--- src/rtl/lc3_debug_pkg.sv ---
// Shared definitions for lc3 debug-trace capture: trigger state, record layout
// and the word order used when a record is streamed out.
package lc3_debug_pkg;

  localparam logic [5:0] FETCH_STATE  = 6'd18;
  localparam int         RECORD_WORDS = 11;
  localparam int         RECORD_BITS  = 156;

  localparam logic [3:0] WORD_INSTR = 4'd0;
  localparam logic [3:0] WORD_CUR   = 4'd1;
  localparam logic [3:0] WORD_NEXT  = 4'd2;
  localparam logic [3:0] WORD_R0    = 4'd3;
  localparam logic [3:0] WORD_LAST  = 4'd10;

  typedef struct packed {
    logic [15:0]      instr;
    logic [5:0]       cur;
    logic [5:0]       next;
    logic [7:0][15:0] regs;
  } trace_rec_t;

  function automatic logic [15:0] rec_word(input trace_rec_t rec, input logic [3:0] idx);
    logic [15:0] w;
    case (idx)
      WORD_INSTR: w = rec.instr;
      WORD_CUR:   w = {10'b0, rec.cur};
      WORD_NEXT:  w = {10'b0, rec.next};
      4'd3:       w = rec.regs[0];
      4'd4:       w = rec.regs[1];
      4'd5:       w = rec.regs[2];
      4'd6:       w = rec.regs[3];
      4'd7:       w = rec.regs[4];
      4'd8:       w = rec.regs[5];
      4'd9:       w = rec.regs[6];
      4'd10:      w = rec.regs[7];
      default:    w = 16'h0000;
    endcase
    return w;
  endfunction

endpackage

--- src/rtl/lc3_trace_fifo.sv ---
// Synchronous record FIFO; head entry is read combinationally from storage so a
// push behind it never disturbs the word currently being streamed.
module lc3_trace_fifo #(
  parameter int WIDTH = 156,
  parameter int DEPTH = 16
) (
  input  logic                   clk,
  input  logic                   rst_n,
  input  logic                   i_push,
  input  logic                   i_pop,
  input  logic [WIDTH-1:0]       i_data,
  output logic [WIDTH-1:0]       o_head,
  output logic [$clog2(DEPTH):0] o_level,
  output logic                   o_full,
  output logic                   o_empty
);

  localparam int AW = $clog2(DEPTH);

  logic [WIDTH-1:0] r_mem [DEPTH];
  logic [AW-1:0]    r_wr_ptr;
  logic [AW-1:0]    r_rd_ptr;
  logic [AW:0]      r_level;

  // Storage is left unreset; contents are only observed while level is non-zero.
  always_ff @(posedge clk) begin
    if (i_push) begin
      r_mem[r_wr_ptr] <= i_data;
    end
  end

  always_ff @(posedge clk or negedge rst_n) begin
    if (!rst_n) begin
      r_wr_ptr <= '0;
      r_rd_ptr <= '0;
      r_level  <= '0;
    end else begin
      if (i_push) r_wr_ptr <= r_wr_ptr + AW'(1);
      if (i_pop)  r_rd_ptr <= r_rd_ptr + AW'(1);
      case ({i_push, i_pop})
        2'b10:   r_level <= r_level + (AW+1)'(1);
        2'b01:   r_level <= r_level - (AW+1)'(1);
        default: r_level <= r_level;
      endcase
    end
  end

  assign o_head  = r_mem[r_rd_ptr];
  assign o_level = r_level;
  assign o_full  = (r_level == (AW+1)'(DEPTH));
  assign o_empty = (r_level == '0);

endmodule

--- src/rtl/lc3_trace_capture.sv ---
// Snapshots lc3 architectural state on each FETCH entry and streams the buffered
// records out as 11 sixteen-bit words over a valid/ready port.
module lc3_trace_capture #(
  parameter int         DEPTH       = 16,
  parameter logic [5:0] FETCH_STATE = lc3_debug_pkg::FETCH_STATE,
  parameter int         CNT_W       = 16
) (
  input  logic                   clk,
  input  logic                   reset_n,
  input  logic                   enable,
  input  logic [15:0]            debug_instruction,
  input  logic [5:0]             debug_current_state,
  input  logic [5:0]             debug_next_state,
  input  logic [127:0]           debug_reg_read,
  output logic [15:0]            out_data,
  output logic                   out_valid,
  input  logic                   out_ready,
  output logic                   out_last,
  output logic [$clog2(DEPTH):0] level,
  output logic                   full,
  output logic                   empty,
  output logic [CNT_W-1:0]       overflow_count
);

  import lc3_debug_pkg::*;

  localparam logic [0:0] ST_IDLE = 1'b0;
  localparam logic [0:0] ST_SEND = 1'b1;

  logic                   r_prev_fetch;
  logic [3:0]             r_word_idx;
  logic [CNT_W-1:0]       r_overflow_count;

  logic                   w_capture_req;
  logic                   w_push;
  logic                   w_pop;
  logic                   w_xfer;
  logic                   w_full;
  logic                   w_empty;
  logic [$clog2(DEPTH):0] w_level;
  logic [0:0]             w_state;
  trace_rec_t             w_new_rec;
  trace_rec_t             w_head_rec;
  logic [RECORD_BITS-1:0] w_head_bits;

  assign w_new_rec.instr = debug_instruction;
  assign w_new_rec.cur   = debug_current_state;
  assign w_new_rec.next  = debug_next_state;
  assign w_new_rec.regs  = debug_reg_read;
  assign w_head_rec      = trace_rec_t'(w_head_bits);

  // Rising-edge detect on next_state==FETCH so a held FETCH captures once.
  assign w_capture_req = enable && (debug_next_state == FETCH_STATE) && !r_prev_fetch;
  assign w_xfer        = out_valid && out_ready;
  assign w_pop         = w_xfer && (r_word_idx == WORD_LAST);
  // A full FIFO still takes the capture when the head leaves in the same cycle.
  assign w_push        = w_capture_req && (!w_full || w_pop);

  lc3_trace_fifo #(
    .WIDTH (RECORD_BITS),
    .DEPTH (DEPTH)
  ) u_fifo (
    .clk     (clk),
    .rst_n   (reset_n),
    .i_push  (w_push),
    .i_pop   (w_pop),
    .i_data  (RECORD_BITS'(w_new_rec)),
    .o_head  (w_head_bits),
    .o_level (w_level),
    .o_full  (w_full),
    .o_empty (w_empty)
  );

  // The serializer is in SEND exactly while a record is buffered, which keeps
  // capture-to-valid latency at one edge and lets reset drop valid at once.
  always_comb begin
    if (w_empty) begin
      w_state = ST_IDLE;
    end else begin
      w_state = ST_SEND;
    end
  end

  assign out_valid = (w_state == ST_SEND);
  assign out_last  = out_valid && (r_word_idx == WORD_LAST);

  // Word mux from the registered head entry; forced to zero when idle.
  always_comb begin
    if (out_valid) begin
      out_data = rec_word(w_head_rec, r_word_idx);
    end else begin
      out_data = 16'h0000;
    end
  end

  // Trigger history and word index.
  always_ff @(posedge clk or negedge reset_n) begin
    if (!reset_n) begin
      r_prev_fetch <= 1'b0;
      r_word_idx   <= 4'd0;
    end else begin
      r_prev_fetch <= (debug_next_state == FETCH_STATE);
      if (w_xfer) begin
        if (r_word_idx == WORD_LAST) begin
          r_word_idx <= 4'd0;
        end else begin
          r_word_idx <= r_word_idx + 4'd1;
        end
      end
    end
  end

  // Count captures that found no room, saturating at all-ones.
  always_ff @(posedge clk or negedge reset_n) begin
    if (!reset_n) begin
      r_overflow_count <= '0;
    end else if (w_capture_req && !w_push && (r_overflow_count != {CNT_W{1'b1}})) begin
      r_overflow_count <= r_overflow_count + CNT_W'(1);
    end
  end

  assign level          = w_level;
  assign full           = w_full;
  assign empty          = w_empty;
  assign overflow_count = r_overflow_count;

endmodule
--- config.mk ---
export PLATFORM = sky130hd
export DESIGN_NAME = lc3_trace_capture
export DESIGN_NICKNAME = d
export VERILOG_FILES = /design/src/rtl/lc3_debug_pkg.sv /design/src/rtl/lc3_trace_fifo.sv /design/src/rtl/lc3_trace_capture.sv
export SDC_FILE = /design/constraint.sdc
export NUM_CORES = 2
export LEC_CHECK = 0
export CELL_PAD_IN_SITES_DETAIL_PLACEMENT = 1
export CELL_PAD_IN_SITES_GLOBAL_PLACEMENT = 1
export CORE_UTILIZATION = 30
export CTS_CLUSTER_SIZE = 10
export DETAILED_ROUTE_END_ITERATION = 6
export PLACE_DENSITY = 0.49
export SYNTH_ARGS = -nofsm -noshare
export SYNTH_HDL_FRONTEND = slang
export SYNTH_HIERARCHICAL = 1
export SYNTH_SLANG_ARGS = --single-unit
--- constraint.sdc ---
create_clock -name clk -period 12.11 [get_ports clk]
set_input_delay 2.422 -clock clk [delete_from_list [all_inputs] [get_ports clk]]
set_output_delay 2.422 -clock clk [all_outputs]
set_load 0.03 [all_outputs]
==> results.txt <==
- The flow ran to the end, and the final reports show no timing, DRC or antenna violations.
* Data required, critical path: between 9000 and 10000 ps
- Number of antenna violations at the first check in global routing: 65
* Max Root-Sink Buffers: 4
* Kind of capture point of the worst setup path: primary output
- From bottom edge to top edge, the die measures around 570 um.
- Largest net degree at the start of global routing: around 120
* Register Area: approximately 76000 sq um
* Root Driver: clkbuf_16
- In this run the critical register-to-register path is captured at u_fifo/r_mem[4][78].
- Fin nets: between 5000 and 6000
- Worst-case register-to-register setup slack: ~6300 ps
- The routed layout has approximately 48000 vias.
- In this run the count of I/O pins placed on the die edge is approximately 200.
* Min cycle time layout: ~9000 ps
- Across the VDD grid, the largest voltage drop is 116.4 uV.
* Clock-pin slew of the registers on the worst-case setup and hold paths: ~60 ps
- In this run, post-CTS repair resized a total of 0 instances.
- Using the TritonRoute via totals, the vias-per-cell ratio works out to roughly 5.2.
- Area of the multi-input gates: 20160 sq um
- Summed over all failing endpoints, the final setup total negative slack is 0 ps.
- Die extent in x: roughly 570 um
- The number of setup buffers added after CTS is 0.
- Final number of max-transition violations: 0
- TritonCTS clock tree: yes
- Period Utilization, post-route: 74.17%
- At the later pin of the worst-skew pair, clock insertion delay measures between 900 and 1000 ps.
* Worst reg2reg startpoint: r_word_idx[3]
- Count of buffers from port buffering: 200
- For this run, the number of Yosys warnings is 6.
- Counting distinct cell types in the post-synthesis netlist gives between 50 and 60.
- Hold Crit Endpoint: overflow_count[6]
- After synthesis, the mean cell area works out to 21.41 sq um.
* Leftover overflow at the end of global routing: 0
- Post-Route Skew: between 40 and 50 ps
- Synthesis produced a netlist with a net count of 4715.
- For this run, the total global-route usage over all layers was measured as ~19%.
- Final Hold Fails: 0
* Post-route ant nets: 0
- Wirelength per Cell: 32.75 um
- Sum of net half-perimeters after detailed placement: 168500 um
* Area Growth Syn to Fin: 16.25%
* Synthesis-stage register bit count: 2530
* Startpoint Class: register
- Sequential cell area fraction in the yosys report: around 78%
* Maximum clock frequency: 111.3 MHz
- Path depth of the worst reg2reg path: 9
- Leading register cell type out of synthesis: edfxtp_1
- Crit Path Max Fanout: 36
- Start point of the worst min-delay path: overflow_count[6]
- In this run the standard cell core region covers around 320000 sq um.
- Max-cap violations in this run came to 0.
- The first global-routing pass estimated 422400 um of wire.
- The critical path is of the reg -> out type.
- Overall routed net length: between 300000 and 400000 um
* Drt pass-1 iters: 7
- Layout cells sized above 1: about a fifth
- For this configuration, the core starts out at a cell density of 30.23%.
* RSZ-0062 raised after global routing: no
* Data arrival time at the worst-slack endpoint: 6560 ps
- Die area: around 330000 sq um
* Clk sinks: 2530
- In this run, synthesis inferred around 2500 flip-flops with an integrated enable.
* Post-synth ARST share: 1.344%
- Cell count after synthesis: 4545
- Pin slew with the least headroom to its limit: 1372 ps
- First-iteration detailed-routing DRC count: about 3900
- Counting the fill cells in the layout gives ~31000.
- The number of hold buffers added after CTS was 0.
- Post-Synthesis Cell Area: around 97000 sq um
- In this run the tightest slew margin relative to its limit is 8.506%.
- Total number of H-tree levels: 5
- Design Power: roughly 21 mW
- Leakage power of the design: 33.74 nW
- At the end of routability-driven placement, the weighted congestion stood at approximately 0.8.
- Drc violations: 0
* P per Cell Area: approximately 190 nW/um^2
- Setup violation total in the final timing report: 0
- Path type of the worst min-delay path: reg -> reg
- The via count of the first global-routing pass came to 51350.
- Core Rows: roughly 210
- Worst Hold Depth: 1
* TritonCTS buffer count: 304
==> where the power goes <==
part / total, mW / internal (mW) / switching, mW
clock: 8.20 / 4.66 / 3.54
combinational: 3.47 / 1.38 / 2.09
sequential: 9.73 / 9.64 / 0.0901
total: 21.4 / 15.7 / 5.72
==> worst max-delay path: stages, from the launching register on <==
cell,delay (ps)
dfrtp_4,940
buf_4,690
buf_4,750
mux4_2,580
a22oi_1,200
nand2_1,100
a22oi_1,440
nor2_1,150
a211oi_1,600
a21oi_1,410
clkdlybuf4s50_1,700
==> kinds of logic (layout without fill, tap and decap cells) <==
| logic type | after synthesis | in the layout | share of synthesized area [%] |
|---|---|---|---|
| flops | 2530 | 2530 | 77.88 |
| mux | 800 | 800 | 14.38 |
| compound gates | 506 | 506 | 3.890 |
| simple gates | 396 | 396 | 1.917 |
| buf+inv | 278 | 751 | 1.572 |
| xor+xnor | 25 | 25 | 0.2250 |
| fa+ha+maj | 10 | 10 | 0.1286 |
| other cells | 0 | 8 | 0 |
==> Yosys cell counts (7+ instances only) <==
cell type  count  share of area, %
edfxtp_1    2496                77
inv_1         10             0.039
mux2_2        18              0.21
a22oi_1      406               3.1
clkbuf_1      94              0.36
buf_2         70              0.36
a22o_1        17              0.15
xnor2_1       19              0.17
mux4_2       477                11
and2_1        14             0.090
nor2b_1       21              0.13
nand4_1        9             0.058
ha_1          10              0.13
o21ai_0       14             0.072
buf_4         32              0.25
nand3_1       92              0.47
a31oi_1        7             0.045
nor2_1        29              0.11
nand2_1      193              0.74
buf_1         33              0.13
mux2i_1      305               3.1
a21oi_1       25              0.13
buf_6         37              0.43
dfrtp_1       34              0.87
a32o_1        10              0.10
and3_1        11             0.071
==> layout make-up <==
class	count	area share, %
diodes	8	0.01769
clock buffers	369	6.977
clock inverters	57	0.6237
inverters	11	0.03649
multi-input cells	1737	17.81
flip-flops and latches	2530	67.02
well taps	4305	4.761
repair buffers	314	2.754
==> registers in the layout (all words and copies together), names as in the netlist <==
signal and cells:
u_fifo/r_rd_ptr 4, u_fifo/o_level 5, u_fifo/r_wr_ptr 4, r_prev_fetch 1, u_fifo/r_mem 2496, overflow_count 16
r_word_idx 4
==> per-layer routing <==
layer | vias to the layer above | GRT usage [%] | part of all wire [%]
met5 | - | 0 | 0.11
met4 | 54 | 4.772 | 2.7
met3 | 458 | 3.326 | 4.8
met2 | 1170 | 31.21 | 49
met1 | 26930 | 24.65 | 43
li1 | 19780 | - | -
==> per-stage QoR <==
step	cell area, sq um	cells	setup slack [ps]	hold slack (ps)	util, %
final	113100	9331	3129	503.8	35.14
after global routing	113100	9325	2798	543.1	35.14
after CTS	113100	9323	2871	511.7	35.14
after detailed placement	104500	8897	3861	503.1	32.47
after global placement	104500	8896	3875	493.9	32.46
after floorplan	97330	4545	1213	509.5	-
==> how the worst max path moves through the flow <==
| stage | startpoint | end | slack, ps | cells past startpoint |
|---|---|---|---|---|
| after detailed placement | u_fifo/r_rd_ptr[0] | out_data[8] | 3860 | 10 |
| final | u_fifo/r_rd_ptr[0] | out_data[8] | 3130 | 10 |
| after CTS | u_fifo/r_rd_ptr[0] | out_data[8] | 2870 | 10 |
| after floorplan | debug_next_state[0] | u_fifo/r_mem[10][0] | 1210 | 6 |
| after global routing | u_fifo/r_rd_ptr[0] | out_data[8] | 2800 | 10 |
| after global placement | u_fifo/r_rd_ptr[0] | out_data[8] | 3880 | 10 |
==> layout by cell type (no fill, tap or decap), types with 25 or more instances in the layout <==
cell type | netlist | routed
nand2_1 | 193 | 193
clkdlybuf4s50_1 | 0 | 199
clkbuf_1 | 94 | 63
nand3_1 | 92 | 92
buf_4 | 32 | 93
mux2i_1 | 305 | 305
dfrtp_1 | 34 | 28
a21oi_1 | 25 | 25
a22oi_1 | 406 | 406
mux4_2 | 477 | 477
edfxtp_1 | 2496 | 2496
clkbuf_16 | 0 | 306
(Power assumes the default switching activity.)
